## config.mk

```make
export PLATFORM = sky130hd
export DESIGN_NAME = seq_checker_04723_flat
export DESIGN_NICKNAME = d
export VERILOG_FILES = /design/src/rtl/seq_checker_04723_if.sv /design/src/rtl/seq_checker_04723.sv /design/src/flat_wrapper.sv
export SDC_FILE = /design/constraint.sdc
export NUM_CORES = 1
export LEC_CHECK = 0
export ABC_AREA = 1
export BUFFER_PORTS_ARGS = -buffer_cell sky130_fd_sc_hd__buf_4
export CAP_MARGIN = 20
export CORE_MARGIN = 1.5
export CORE_UTILIZATION = 28
export CTS_BUF_LIST = sky130_fd_sc_hd__clkbuf_4 sky130_fd_sc_hd__clkbuf_8 sky130_fd_sc_hd__clkbuf_16
export CTS_CLUSTER_DIAMETER = 60
export DETAILED_ROUTE_END_ITERATION = 12
export PLACE_DENSITY_LB_ADDON = 0.25
export SETUP_SLACK_MARGIN = 0.15
export SKIP_CTS_REPAIR_TIMING = 1
export SLEW_MARGIN = 20
export SYNTH_ARGS = -nofsm -noshare
export SYNTH_HDL_FRONTEND = slang
export SYNTH_SLANG_ARGS = --single-unit
```

## constraint.sdc

```tcl
create_clock -name clk -period 4 [get_ports clk]
set_clock_uncertainty 0.15 [all_clocks]
set_input_delay 0.6 -clock clk [delete_from_list [all_inputs] [get_ports clk]]
set_output_delay 0.6 -clock clk [all_outputs]
set_load 0.05 [all_outputs]
```

## src/rtl/seq_checker_04723_if.sv

```systemverilog
// Symbol-stream link between a repeating-sequence source and the checker.
// The master drives the stream; the slave (checker) returns lock and error status.
interface seq_checker_04723_if #(
  parameter int CNT_W = 8
);
  logic             valid;
  logic [2:0]       sym;
  logic             clr_err;
  logic             locked;
  logic             err;
  logic [2:0]       exp_sym;
  logic [CNT_W-1:0] lap_count;
  logic [CNT_W-1:0] err_count;

  modport master (
    output valid, sym, clr_err,
    input  locked, err, exp_sym, lap_count, err_count
  );

  modport slave (
    input  valid, sym, clr_err,
    output locked, err, exp_sym, lap_count, err_count
  );
endinterface

```

## src/rtl/seq_checker_04723.sv

```systemverilog
// Lock-and-track checker for the repeating 3-bit cycle 0->4->7->2->3->0.
// The flywheel keeps advancing through isolated corruption and drops lock after MISS_MAX misses in a row.
module seq_checker_04723 #(
  parameter int LOCK_N   = 3,
  parameter int MISS_MAX = 2,
  parameter int CNT_W    = 8
) (
  input logic                clk,
  input logic                reset,
  seq_checker_04723_if.slave bus
);

  localparam int MW = (LOCK_N   < 1) ? 1 : $clog2(LOCK_N + 1);
  localparam int XW = (MISS_MAX < 1) ? 1 : $clog2(MISS_MAX + 1);

  typedef enum logic [1:0] {
    HUNT   = 2'd0,
    VERIFY = 2'd1,
    LOCKED = 2'd2
  } state_e;

  state_e           state_q;
  logic             locked_q;
  logic             err_q;
  logic [2:0]       exp_sym_q;
  logic [CNT_W-1:0] lap_count_q;
  logic [CNT_W-1:0] err_count_q;
  logic [MW-1:0]    match_cnt_q;
  logic [XW-1:0]    miss_cnt_q;

  function automatic logic [2:0] succ(input logic [2:0] s);
    case (s)
      3'd0:    succ = 3'd4;
      3'd4:    succ = 3'd7;
      3'd7:    succ = 3'd2;
      3'd2:    succ = 3'd3;
      3'd3:    succ = 3'd0;
      default: succ = 3'd0;
    endcase
  endfunction

  function automatic logic is_legal(input logic [2:0] s);
    is_legal = (s == 3'd0) || (s == 3'd2) || (s == 3'd3) ||
               (s == 3'd4) || (s == 3'd7);
  endfunction

  // NOTE: all state lives in one clocked block assigned with <= only, so every
  // read below sees the pre-edge value regardless of statement order.
  always_ff @(posedge clk) begin
    if (reset) begin
      state_q     <= HUNT;
      locked_q    <= 1'b0;
      err_q       <= 1'b0;
      exp_sym_q   <= 3'd0;
      lap_count_q <= '0;
      err_count_q <= '0;
      match_cnt_q <= '0;
      miss_cnt_q  <= '0;
    end else begin
      // NOTE: err is a pulse, so it defaults low every edge and only the
      // locked-mismatch branch raises it.
      err_q <= 1'b0;
      if (bus.clr_err) err_count_q <= '0;

      if (bus.valid) begin
        case (state_q)
          HUNT: begin
            if (is_legal(bus.sym)) begin
              state_q     <= VERIFY;
              exp_sym_q   <= succ(bus.sym);
              match_cnt_q <= '0;
            end
          end

          VERIFY: begin
            if (bus.sym == exp_sym_q) begin
              match_cnt_q <= match_cnt_q + MW'(1);
              exp_sym_q   <= succ(exp_sym_q);
              if (match_cnt_q + MW'(1) == MW'(LOCK_N)) begin
                state_q    <= LOCKED;
                locked_q   <= 1'b1;
                miss_cnt_q <= '0;
              end
            end else if (is_legal(bus.sym)) begin
              exp_sym_q   <= succ(bus.sym);
              match_cnt_q <= '0;
            end else begin
              state_q     <= HUNT;
              exp_sym_q   <= 3'd0;
              match_cnt_q <= '0;
            end
          end

          LOCKED: begin
            if (bus.sym == exp_sym_q) begin
              miss_cnt_q <= '0;
              exp_sym_q  <= succ(exp_sym_q);
              if (bus.sym == 3'd3) lap_count_q <= lap_count_q + CNT_W'(1);
            end else begin
              err_q <= 1'b1;
              // A clear on the same edge still counts the new error.
              if (bus.clr_err)
                err_count_q <= CNT_W'(1);
              else if (err_count_q != '1)
                err_count_q <= err_count_q + CNT_W'(1);

              if (miss_cnt_q + XW'(1) == XW'(MISS_MAX)) begin
                state_q     <= HUNT;
                locked_q    <= 1'b0;
                exp_sym_q   <= 3'd0;
                match_cnt_q <= '0;
                miss_cnt_q  <= '0;
              end else begin
                miss_cnt_q <= miss_cnt_q + XW'(1);
                exp_sym_q  <= succ(exp_sym_q);
              end
            end
          end

          default: begin
            state_q   <= HUNT;
            locked_q  <= 1'b0;
            exp_sym_q <= 3'd0;
          end
        endcase
      end
    end
  end

  assign bus.locked    = locked_q;
  assign bus.err       = err_q;
  assign bus.exp_sym   = exp_sym_q;
  assign bus.lap_count = lap_count_q;
  assign bus.err_count = err_count_q;

endmodule

```

## src/flat_wrapper.sv

```systemverilog
// flat-port wrapper written by rule: the top's interface ports become plain ports
module seq_checker_04723_flat 
#(
  parameter int LOCK_N   = 3,
  parameter int MISS_MAX = 2,
  parameter int CNT_W    = 8
)
  (clk, reset, bus_valid, bus_sym, bus_clr_err, bus_locked, bus_err, bus_exp_sym, bus_lap_count, bus_err_count);
  seq_checker_04723_if #(.CNT_W(CNT_W)) bus_i ();
  input logic clk;
  input logic reset;
  input wire logic [$bits(bus_i.valid)-1:0] bus_valid;
  input wire logic [$bits(bus_i.sym)-1:0] bus_sym;
  input wire logic [$bits(bus_i.clr_err)-1:0] bus_clr_err;
  output wire logic [$bits(bus_i.locked)-1:0] bus_locked;
  output wire logic [$bits(bus_i.err)-1:0] bus_err;
  output wire logic [$bits(bus_i.exp_sym)-1:0] bus_exp_sym;
  output wire logic [$bits(bus_i.lap_count)-1:0] bus_lap_count;
  output wire logic [$bits(bus_i.err_count)-1:0] bus_err_count;
  assign bus_i.valid = bus_valid;
  assign bus_i.sym = bus_sym;
  assign bus_i.clr_err = bus_clr_err;
  assign bus_locked = bus_i.locked;
  assign bus_err = bus_i.err;
  assign bus_exp_sym = bus_i.exp_sym;
  assign bus_lap_count = bus_i.lap_count;
  assign bus_err_count = bus_i.err_count;
  seq_checker_04723 #(.LOCK_N(LOCK_N), .MISS_MAX(MISS_MAX), .CNT_W(CNT_W)) u_core (.clk(clk), .reset(reset), .bus(bus_i));
endmodule
```

Yosys cells after proc, flatten, opt, wreduce, memory -nomap -nowiden
Cells that the tools add are included. W data, S select, Z words.

Shift operators: 0. Multiply operators: 0. Multiplexer cells: 35. Bitwise operators: 3. $lt $le $gt $ge: 0. $add $sub $neg: 4. Div/mod/pow operators: 0. Equal/unequal tests: 20. Reduce and logical (&&, ||, !) cells: 16.

Operators with widths (number): $mux W8 (6); $mux W2 (12); $pmux W3 S4 (2); $add A8 B1 Y8 const B (2); $mux W3 (5); $eq A3 B3 Y1 const B (4); $pmux W2 S3 (2); $reduce_and A6 Y1 (2); $eq A3 B2 Y1 const B (3); $pmux W3 S3 (1); $ne A2 B1 Y1 const B (4); $ne A8 B8 Y1 const B (1); $reduce_and A4 Y1 (2); $eq A2 B2 Y1 const B (3); $logic_not A3 Y1 (2); $ne A3 B3 Y1 const B (2); $mux W1 (5); $reduce_and A5 Y1 (1); $add A2 B1 Y2 const B (2); $logic_or A1 B1 Y1 (4); $pmux W2 S2 (1); $eq A3 B3 Y1 (1); $not A1 Y1 (3); $pmux W1 S3 (1); 7 further kinds (7).

Register bits: 27. Input port bits: 7. ROM bits: 0. Memories kept: 0. Word-level logic and storage cells: 86. Output and inout bits: 21. Bits in writable memories: 0. Latch bits: 0.

Logic depth before layout (Yosys ltp)
Gate-level depths: netlist of run 1.

Word-level depth: 8. Depth in mapped cells: 11. Mapped depth without buffers: 11.

Worst setup path before layout of run 1
Ideal clock, no wire load.

Kind: register to register. From: reg u_core.err_count_q[1] (netlist: u_core.bus.err_count[1]). To: reg u_core.err_count_q[1] (netlist: u_core.bus.err_count[1]). Clock period less this slack: 1.951 ns. Required time: 3.780 ns. Path buffers: 0. Setup time: 0.070 ns. Stages on the path, launching flop included: 8. Path slack: 2.049 ns. Arrival: 1.730 ns. Cells stage by stage: dfxtp_1 > ha_1 > nand2_1 > nor2_1 > nand2_1 > o21ai_0 > nand2_1 > a21oi_1.

Longest elaborated chain between the ends: 6. Elaborated cells on any way between the ends: 8. Classes of those cells: add/sub: 1; eq/ne: 1; mux: 6.

RTL lines: start: declaration (RTL line seq_checker_04723.sv:27) `logic [CNT_W-1:0] err_count_q;`; start signal: assignment (RTL line seq_checker_04723.sv:105) `err_count_q <= err_count_q + CNT_W'(1);`; $add A8 B1 Y8, or another cell as far along (RTL line seq_checker_04723.sv:105); $mux W8 (RTL line seq_checker_04723.sv:104) `else if (err_count_q != '1)`; $mux W8 (RTL line seq_checker_04723.sv:102) `if (bus.clr_err)`; $mux W8 (RTL line seq_checker_04723.sv:95) `if (bus.sym == exp_sym_q) begin`; $mux W8 (RTL line seq_checker_04723.sv:66) `case (state_q)`; $mux W8 * (RTL line seq_checker_04723.sv:65) `if (bus.valid) begin`.

Every way passes the cells marked *; elsewhere a longest branch is shown, timed or not. A chain may end at the register's enable or synchronous reset.

Worst setup path after layout of run 1
From: in bus_sym[2]. To: reg u_core.err_count_q[7] (netlist: u_core.bus.err_count[7]).

Longest elaborated chain between the ends: 4.

RTL lines: start: declaration (RTL line flat_wrapper.sv:13) `input wire logic [$bits(bus_i.sym)-1:0] bus_sym;`; $eq A3 B3 Y1 (RTL line seq_checker_04723.sv:95); $mux W8 (RTL line seq_checker_04723.sv:95); $mux W8 (RTL line seq_checker_04723.sv:66); $mux W8 (RTL line seq_checker_04723.sv:65).

No other way between the ends.

==> impl_metrics.yaml, run 1 <==
outcome:
  status: "complete, no violations"
sta:
  setup_viol: 0
  fin_crit_ns: 1.78
  tns_ns: 0
  max_slew_margin_pct: 74.0
  rsz0062_at_grt: "no"
  max_freq_mhz: 562
  hold_viol: 0
  drv_slew: 0
  post-route-period-util_pct: 44.5
  worstMarginPinSlew_ns: 0.388
synth:
  seq_area_frac_synth_pct: 31.5
  ys_ff_latch: 27
  yosysWarnings: 0
  synth_most_common_cell: "nand2_1"
  synth_ff_type: "dfxtp_1"
  avgSynthCellArea_um2: 6.45
  synth_area_mm2: 0.00172
  syn-num-nets: 276
  synth_area_leaders: "dfxtp_1 32%, nand2_1 17%, nand3_1 7.6%"
  synth_cell_types: 30
  synth_top_area_share_pct: 31.5
  synthCells: 266
  async_flop_share_pct: 0
  synth_area_leader_cell: "dfxtp_1"
  synth_edf_count: 0
  synth_commonest_cells: "77 x nand2_1, 33 x inv_1, 27 x dfxtp_1, 26 x nand3_1, 25 x nor2_1"
critical_path:
  r2r.worst_path.cells: 7
  critPathMaxStageDelay_ns: 0.26
  path_class: "in2reg"
  crit_path_max_fanout: 7
  crit_chain: "buf_4, xnor2_2, nand3_4, inv_4, nor2_4, inv_1, nand3_1, a21oi_1"
  critPathArrivalTime_ns: 1.84
  slowest_stage: "xnor2_2"
  required_ns: 4.06
  worstSetupStartpointType: "input port"
  worstSetupEndpointType: "flop"
final_layout:
  syn2layout_area_growth_pct: 19.5
  antenna_cells: 0
  stdcell_count: 369
  nNetsFinal: 305
  final_area_mm2: 0.00205
  fillers: 643
  drive_gt1_share_pct: 17.3
die:
  die-area_mm2: 0.00660
  start_util_pct: 29.0
  io_pins: 28
  core_mm2: 0.00592
  die_w_um: 81.3
  rows: 28
  die_h_um: 81.3
route:
  vias: 1737
  routed_wl_um: 4040
  firstDrtPassIters: 4
  drt_iter0_drc: 75
  via_per_inst: 4.71
  drc: 0
  ant_nets: 0
  post_drt_wl_per_cell_um: 10.9
min_path:
  whs_path_depth: 2
  hold_class: "reg2reg"
global_routing:
  grt_pass1_vias: 1639
  grt_start_max_net_pins: 20
  grt_first_pass_wirelength_um: 7110
  grtUsageTotal_pct: 13.5
  antenna_found_initial: 0
  gr-total-overflow: 0
clocking:
  cts_num_sinks: 27
  tritoncts: "yes"
  clk_latency_ns: 0.28
  clkSlewWorstSetupHoldPaths_ns: 0.09
  htreeDepth: 1
  root_buffer: "clkbuf_8"
  cts_buffers: 3
  clk_path_buf_depth: 2
place:
  portBuffers: 27
  post-dp-hpwl_um: 3150
  place.gp.congestion: 0.889
  dp_cells: 365
  placed_area_mm2: 0.00200
job:
  max-cap-violations: 0
pwr:
  cellLeakagePower_uw: 0.000909
  powerDensity_mw_per_mm2: 299
  peakVddDrop_v: 0.000182
power by group:
| part | internal, µW | switching (µW) |
|---|---|---|
| clock | 73.1 | 89.3 |
| combinational | 49.6 | 107 |
| sequential | 280 | 12.5 |
placed cells by master (no fill, tap or decap):
| cell type | instances |
|---|---|
| nor3_2 | 1 |
| xnor2_2 | 1 |
| inv_1 | 33 |
| clkbuf_8 | 3 |
| or2_2 | 1 |
| xor2_1 | 2 |
| xnor2_1 | 5 |
| inv_6 | 1 |
| o211ai_1 | 3 |
| a21oi_1 | 20 |
| nor3_1 | 4 |
| nand4_1 | 5 |
| nor2_2 | 2 |
| a21boi_2 | 1 |
| dfxtp_1 | 27 |
| nand4_2 | 1 |
| o21bai_1 | 2 |
| nor3b_2 | 1 |
| o21ai_1 | 2 |
| nand2_1 | 77 |
| ha_1 | 3 |
| nand3_1 | 26 |
| o21ai_0 | 8 |
| nor3b_1 | 1 |
| inv_4 | 1 |
| inv_2 | 3 |
| nand3_4 | 1 |
| nand2_2 | 3 |
| buf_4 | 27 |
| nor2_4 | 4 |
| nor2_1 | 25 |
final timing paths:
| check | end | start | slack, ns |
|---|---|---|---|
| max | u_core.bus.err_count[7] | bus_sym[2] | 2.22 |
| max reg2reg | u_core.bus.err_count[1] | u_core.bus.err_count[1] | 2.24 |
| min | u_core.miss_cnt_q[1] | u_core.miss_cnt_q[1] | 0.30 |
| min reg2reg | u_core.miss_cnt_q[1] | u_core.miss_cnt_q[1] | 0.30 |
registers in the layout, summed over array words and instances (netlist names):
register              cells
u_core.bus.err            1
u_core.bus.err_count      8
u_core.bus.exp_sym        3
u_core.bus.lap_count      8
u_core.bus.locked         1
u_core.match_cnt_q        2
u_core.miss_cnt_q         2
u_core.state_q            2
logic make-up after synthesis:
logic type / after synthesis / share of synthesized area (%)
adders and majority gates: 3 / 2.19
and+or+nand+nor: 152 / 41.2
AOI/OAI and AO/OA: 36 / 11.6
buffers and inverters: 40 / 8.97
DFF: 27 / 31.5
xor gates and xnor gates: 8 / 4.52
layer usage:
layer	vias up	GRT usage [%]	wire length (µm)
met5	-	0	0
met4	0	2.59	27
met3	2	2.36	158
met2	32	24.3	1900
met1	792	16.8	1950
li1	911	-	-
critical path, delay by kind of cell:
family | cells | cell delay [ns]
buffers and inverters | 3 | 0.48
AND/OR/NAND/NOR | 3 | 0.33
XOR/XNOR | 1 | 0.26
AO/OA/AOI/OAI | 1 | 0.16
through the flow:
stage	hold WS [ns]	setup slack (ns)	util, %	power (µW)
5_1_grt	0.332	1.98	34.6	655
2_1_floorplan	0.266	2.05	-	415
3_3_place_gp	0.279	1.91	33.8	456
4_1_cts	0.308	2.20	34.6	623
3_5_place_dp	0.285	1.91	33.8	456
6_report	0.304	2.22	34.6	612
layout make-up:
cell class	instances	area [µm²]	area share, %
clock inverters	1	8.76	0.427
flip-flops and latches	27	541	26.4
repair buffers	27	203	9.89
inverters	37	141	6.90
clock buffers	3	41.3	2.01
well taps	75	93.8	4.58
multi-input cells	199	1020	49.8
(Power assumes the default switching activity.)
==> run 2, diff against run 1 <==
Clock period 4 ns to 1.55 ns, I/O delays scaled along.
==> impl_metrics.yaml, run 2 (synthesis gave the netlist of run 1 again) <==
outcome:
  status: "complete, no violations"
route:
  drc: 0
  met1Wirelength_um: 2200
  routed_wl_um: 4540
  drt_iter0_drc: 70
  post_drt_wl_per_cell_um: 11.6
  dr_wl_met2_um: 2120
  vias: 1805
  ant_nets: 0
  via_per_inst: 4.62
  firstDrtPassIters: 4
  highest_layer: "met4"
  dr_wl_met3_um: 189
job:
  max-cap-violations: 0
pwr:
  internal_power_uw: 1100
  combPwrFrac_pct: 31.1
  power_switching_uw: 591
  cellLeakagePower_uw: 0.00109
  power.share.clock_pct: 24.7
  p_sw_share_pct: 35.0
  peakVddDrop_v: 0.000412
  power_frac_seq_pct: 44.2
  powerDensity_mw_per_mm2: 683
place:
  portBuffers: 27
  dp_cells: 380
  place.gp.congestion: 0.799
  placed_area_mm2: 0.00224
  post-dp-hpwl_um: 3380
die:
  die_w_um: 81.3
  rows: 28
  io_pins: 28
  core_mm2: 0.00592
  die_h_um: 81.3
  start_util_pct: 29.0
  die-area_mm2: 0.00660
min_path:
  hold_class: "in2reg"
sta:
  max_slew_margin_pct: 79.7
  post-route-period-util_pct: 98.2
  setup_viol: 0
  max_freq_mhz: 657
  drv_slew: 0
  rsz0062_at_grt: "yes"
  worstMarginPinSlew_ns: 0.303
  fin_hold_ws_ns: 0.0981
  fin_crit_ns: 1.52
  hold_viol: 0
  tns_ns: 0
final_layout:
  final_common_cell: "nand2_1"
  layout_common_cells: "63 x nand2_1, 48 x buf_4, 29 x inv_1"
  syn2layout_area_growth_pct: 44.1
  nNetsFinal: 327
  stdcell_count: 391
  antenna_cells: 0
  final_area_mm2: 0.00247
  drive_gt1_share_pct: 40.2
  finish.utilization_pct: 41.7
clocking:
  htreeDepth: 1
  tritoncts: "yes"
  clkSlewWorstSetupHoldPaths_ns: 0.10
  clk_latency_ns: 0.28
  cts_buffers: 3
  cts_num_sinks: 27
  root_buffer: "clkbuf_8"
  clk_path_buf_depth: 2
global_routing:
  grt_first_pass_wirelength_um: 7500
  grt_start_max_net_pins: 20
  grt_pass1_vias: 1620
  grtUsageTotal_pct: 14.5
  gr-total-overflow: 0
  antenna_found_initial: 0
critical_path:
  crit_path_max_fanout: 4
  path_common_cell: "nand2_1"
  critPathArrivalTime_ns: 1.60
  worstSetupStartpointType: "flop"
  crit_chain: "xnor2_4, nand4_1, or2_2, nand2_1, nand2_1, nor2_1"
  worstSetupEndpointType: "flop"
  slowest_stage: "dfxtp_4"
  critPathMaxStageDelay_ns: 0.38
  path_class: "reg2reg"
  required_ns: 1.63
run 2: changes by cell type in the layout (fill, tap and decap cells not counted), moves of 9 or more:
cell     delta
buf_4      +21
dfxtp_1    -19
dfxtp_4    +12
nand2_1    -14
nand2_2     +9
run 2: cell type report:
class	instances	area, µm²
clock buffer	3	41.3
clock inverter	1	7.51
fill	648	3450
inverter	37	149
multi-input combinational	199	1210
sequential	27	594
tap	75	93.8
timing repair buffer	49	372
run 2: worst max-delay path: cells and delay by family, from the launching register on:
| family | cells | cell delay, ns |
|---|---|---|
| XOR/XNOR | 1 | 0.20 |
| flip-flops | 1 | 0.38 |
| AND/OR/NAND/NOR | 5 | 0.75 |
run 2: per-layer routing:
layer | global-route usage [%] | vias up
li1 | - | 957
met1 | 21.3 | 815
met2 | 22.0 | 29
met3 | 1.91 | 4
met4 | 3.62 | 0
met5 | 0 | -
run 2: worst paths after layout:
check / cells past startpoint / start / to / slack [ns]
max reg2reg: 6 / u_core.bus.exp_sym[2] / u_core.match_cnt_q[1] / 0.03
min reg2reg: 2 / u_core.miss_cnt_q[1] / u_core.miss_cnt_q[1] / 0.29
min: 4 / bus_clr_err / u_core.bus.err_count[4] / 0.1
max: 6 / u_core.bus.exp_sym[2] / u_core.match_cnt_q[1] / 0.03
run 2: power by group through the flow:
stage | registers [µW] | clock network (µW) | logic [µW]
floorplan | 803 | 0 | 279
global placement | 760 | 0 | 484
detailed placement | 761 | 0 | 487
CTS | 744 | 445 | 489
global route | 753 | 463 | 582
finish | 746 | 417 | 525
run 2: metrics by stage:
stage	power, µW	setup slack (ns)
after floorplan	1080	0.0749
after global placement	1240	-0.0249
after detailed placement	1250	-0.0292
after CTS	1680	-0.0542
after global routing	1800	-0.0817
final	1690	0.0281
==> run 3, diff against run 2 <==
--- a/config.mk
+++ b/config.mk
@@ -9,4 +9,6 @@
 export BUFFER_PORTS_ARGS = -buffer_cell sky130_fd_sc_hd__buf_4
 export CAP_MARGIN = 20
+export CELL_PAD_IN_SITES_DETAIL_PLACEMENT = 1
+export CELL_PAD_IN_SITES_GLOBAL_PLACEMENT = 1
 export CORE_MARGIN = 1.5
 export CORE_UTILIZATION = 28
--- a/constraint.sdc
+++ b/constraint.sdc
@@ -3,3 +3,3 @@
 set_input_delay 0.2325 -clock clk [delete_from_list [all_inputs] [get_ports clk]]
 set_output_delay 0.2325 -clock clk [all_outputs]
-set_load 0.05 [all_outputs]
+set_load 0.1 [all_outputs]
==> impl_metrics.yaml, run 3 (synthesis gave the netlist of run 1 again) <==
outcome:
  status: "finished with violations"
  violations: "negative setup slack"
clocking:
  clkSlewWorstSetupHoldPaths_ns: 0.11
  htreeDepth: 1
  root_buffer: "clkbuf_8"
  clk_latency_ns: 0.28
  clk_path_buf_depth: 2
  cts_buffers: 3
  cts_num_sinks: 27
  tritoncts: "yes"
final_layout:
  fillers: 750
  layout_common_cells: "63 x nand2_1, 39 x buf_4, 29 x inv_1"
  nNetsFinal: 325
  antenna_cells: 0
  syn2layout_area_growth_pct: 46.5
  drive_gt1_share_pct: 40.1
  final_common_cell: "nand2_1"
  final_area_mm2: 0.00251
pwr:
  power.share.clock_pct: 24.5
  powerDensity_mw_per_mm2: 709
  power_switching_uw: 669
  power_frac_seq_pct: 41.7
  combPwrFrac_pct: 33.7
  internal_power_uw: 1110
  peakVddDrop_v: 0.000419
  cellLeakagePower_uw: 0.00110
  p_sw_share_pct: 37.5
route:
  ant_nets: 0
  drt_iter0_drc: 61
  firstDrtPassIters: 4
  via_per_inst: 4.76
  routed_wl_um: 4990
  drc: 0
  vias: 1852
  post_drt_wl_per_cell_um: 12.8
sta:
  worstMarginPinSlew_ns: 0.320
  drv_slew: 0
  setup_ws_ns: -0.00578
  post-route-period-util_pct: 100
  rsz0062_at_grt: "yes"
  hold_viol: 0
  fin_crit_ns: 1.56
  max_slew_margin_pct: 78.6
  setup_viol: 2
  max_freq_mhz: 643
place:
  place.gp.congestion: 0.787
  portBuffers: 27
  pre_cts_slack_ns: -0.0758
  post-dp-hpwl_um: 3930
  placed_area_mm2: 0.00226
critical_path:
  worstSetupEndpointType: "flop"
  worstSetupStartpointType: "flop"
  critPathArrivalTime_ns: 1.62
  crit_start: "u_core.bus.exp_sym[2]"
  required_ns: 1.62
  crit-reg2reg-launch: "u_core.bus.exp_sym[2]"
  r2r_setup_slack_ns: -0.006
  crit_path_max_fanout: 5
  path_class: "reg2reg"
  r2r.worst_path.cells: 7
  timing.rr.end: "u_core.bus.exp_sym[1]"
  cp-endpoint: "u_core.bus.exp_sym[1]"
global_routing:
  grtUsageTotal_pct: 16.4
  grt_first_pass_wirelength_um: 8540
  antenna_found_initial: 0
  gr-total-overflow: 0
  grt_pass1_vias: 1819
  grt_start_max_net_pins: 20
die:
  die-area_mm2: 0.00660
  rows: 28
  die_w_um: 81.3
  core_mm2: 0.00592
  die_h_um: 81.3
  start_util_pct: 29.0
  io_pins: 28
job:
  max-cap-violations: 0
min_path:
  hold_class: "in2reg"
run 3: area by class of cell:
class	count	area, µm²	share of cell area [%]
clock inverters	1	8.76	0.349
multi-input cells	199	1210	48.1
flip-flops and latches	27	603	24.0
inverters	37	156	6.23
repair buffers	47	400	15.9
well taps	75	93.8	3.74
clock buffers	3	41.3	1.64
run 3: worst min path at each step:
stage                                    start                 endpoint  slack (ns)  depth (start not counted)
after floorplan           u_core.miss_cnt_q[1]     u_core.miss_cnt_q[1]        0.27                          2
after global placement    u_core.miss_cnt_q[1]     u_core.miss_cnt_q[1]        0.28                          2
after detailed placement  u_core.miss_cnt_q[1]     u_core.miss_cnt_q[1]        0.29                          2
after CTS                                reset  u_core.bus.lap_count[6]        0.13                          2
after global routing                     reset    u_core.bus.exp_sym[2]        0.14                          2
final                                    reset    u_core.bus.exp_sym[2]        0.13                          2
run 3: layer usage:
layer | vias to the layer above | part of all wire, % | GRT usage [%]
met5 | - | 0 | 0
met4 | 0 | 0.52 | 3.10
met3 | 2 | 2.4 | 3.26
met2 | 17 | 48 | 26.9
met1 | 881 | 49 | 22.2
li1 | 952 | - | -
run 3: worst max-delay path: stages (launching register included):
cell and delay [ns]:
dfxtp_4 0.39, xnor2_4 0.21, nand4_1 0.22, nand2_2 0.17, nand3_1 0.07, nand2_1 0.09
nand2_1 0.07, a21oi_2 0.12
run 3: stage by stage:
step | power, µW | util [%] | hold slack, ns | cells | setup TNS [ns]
after floorplan | 1120 | - | 0.266 | 266 | -0.384
after global placement | 1300 | 38.2 | 0.280 | 382 | -0.315
after detailed placement | 1300 | 38.2 | 0.288 | 382 | -0.476
after CTS | 1750 | 39.0 | 0.128 | 386 | -0.540
after global routing | 1900 | 42.4 | 0.139 | 389 | -1.68
final | 1780 | 42.4 | 0.131 | 389 | -0.0114
run 3: power by group through the flow:
stage          clock, µW  combinational [µW]  sequential, µW
6_report             437                 601             743
4_1_cts              462                 549             741
3_3_place_gp           0                 542             757
3_5_place_dp           0                 547             757
5_1_grt              483                 663             749
2_1_floorplan          0                 274             847
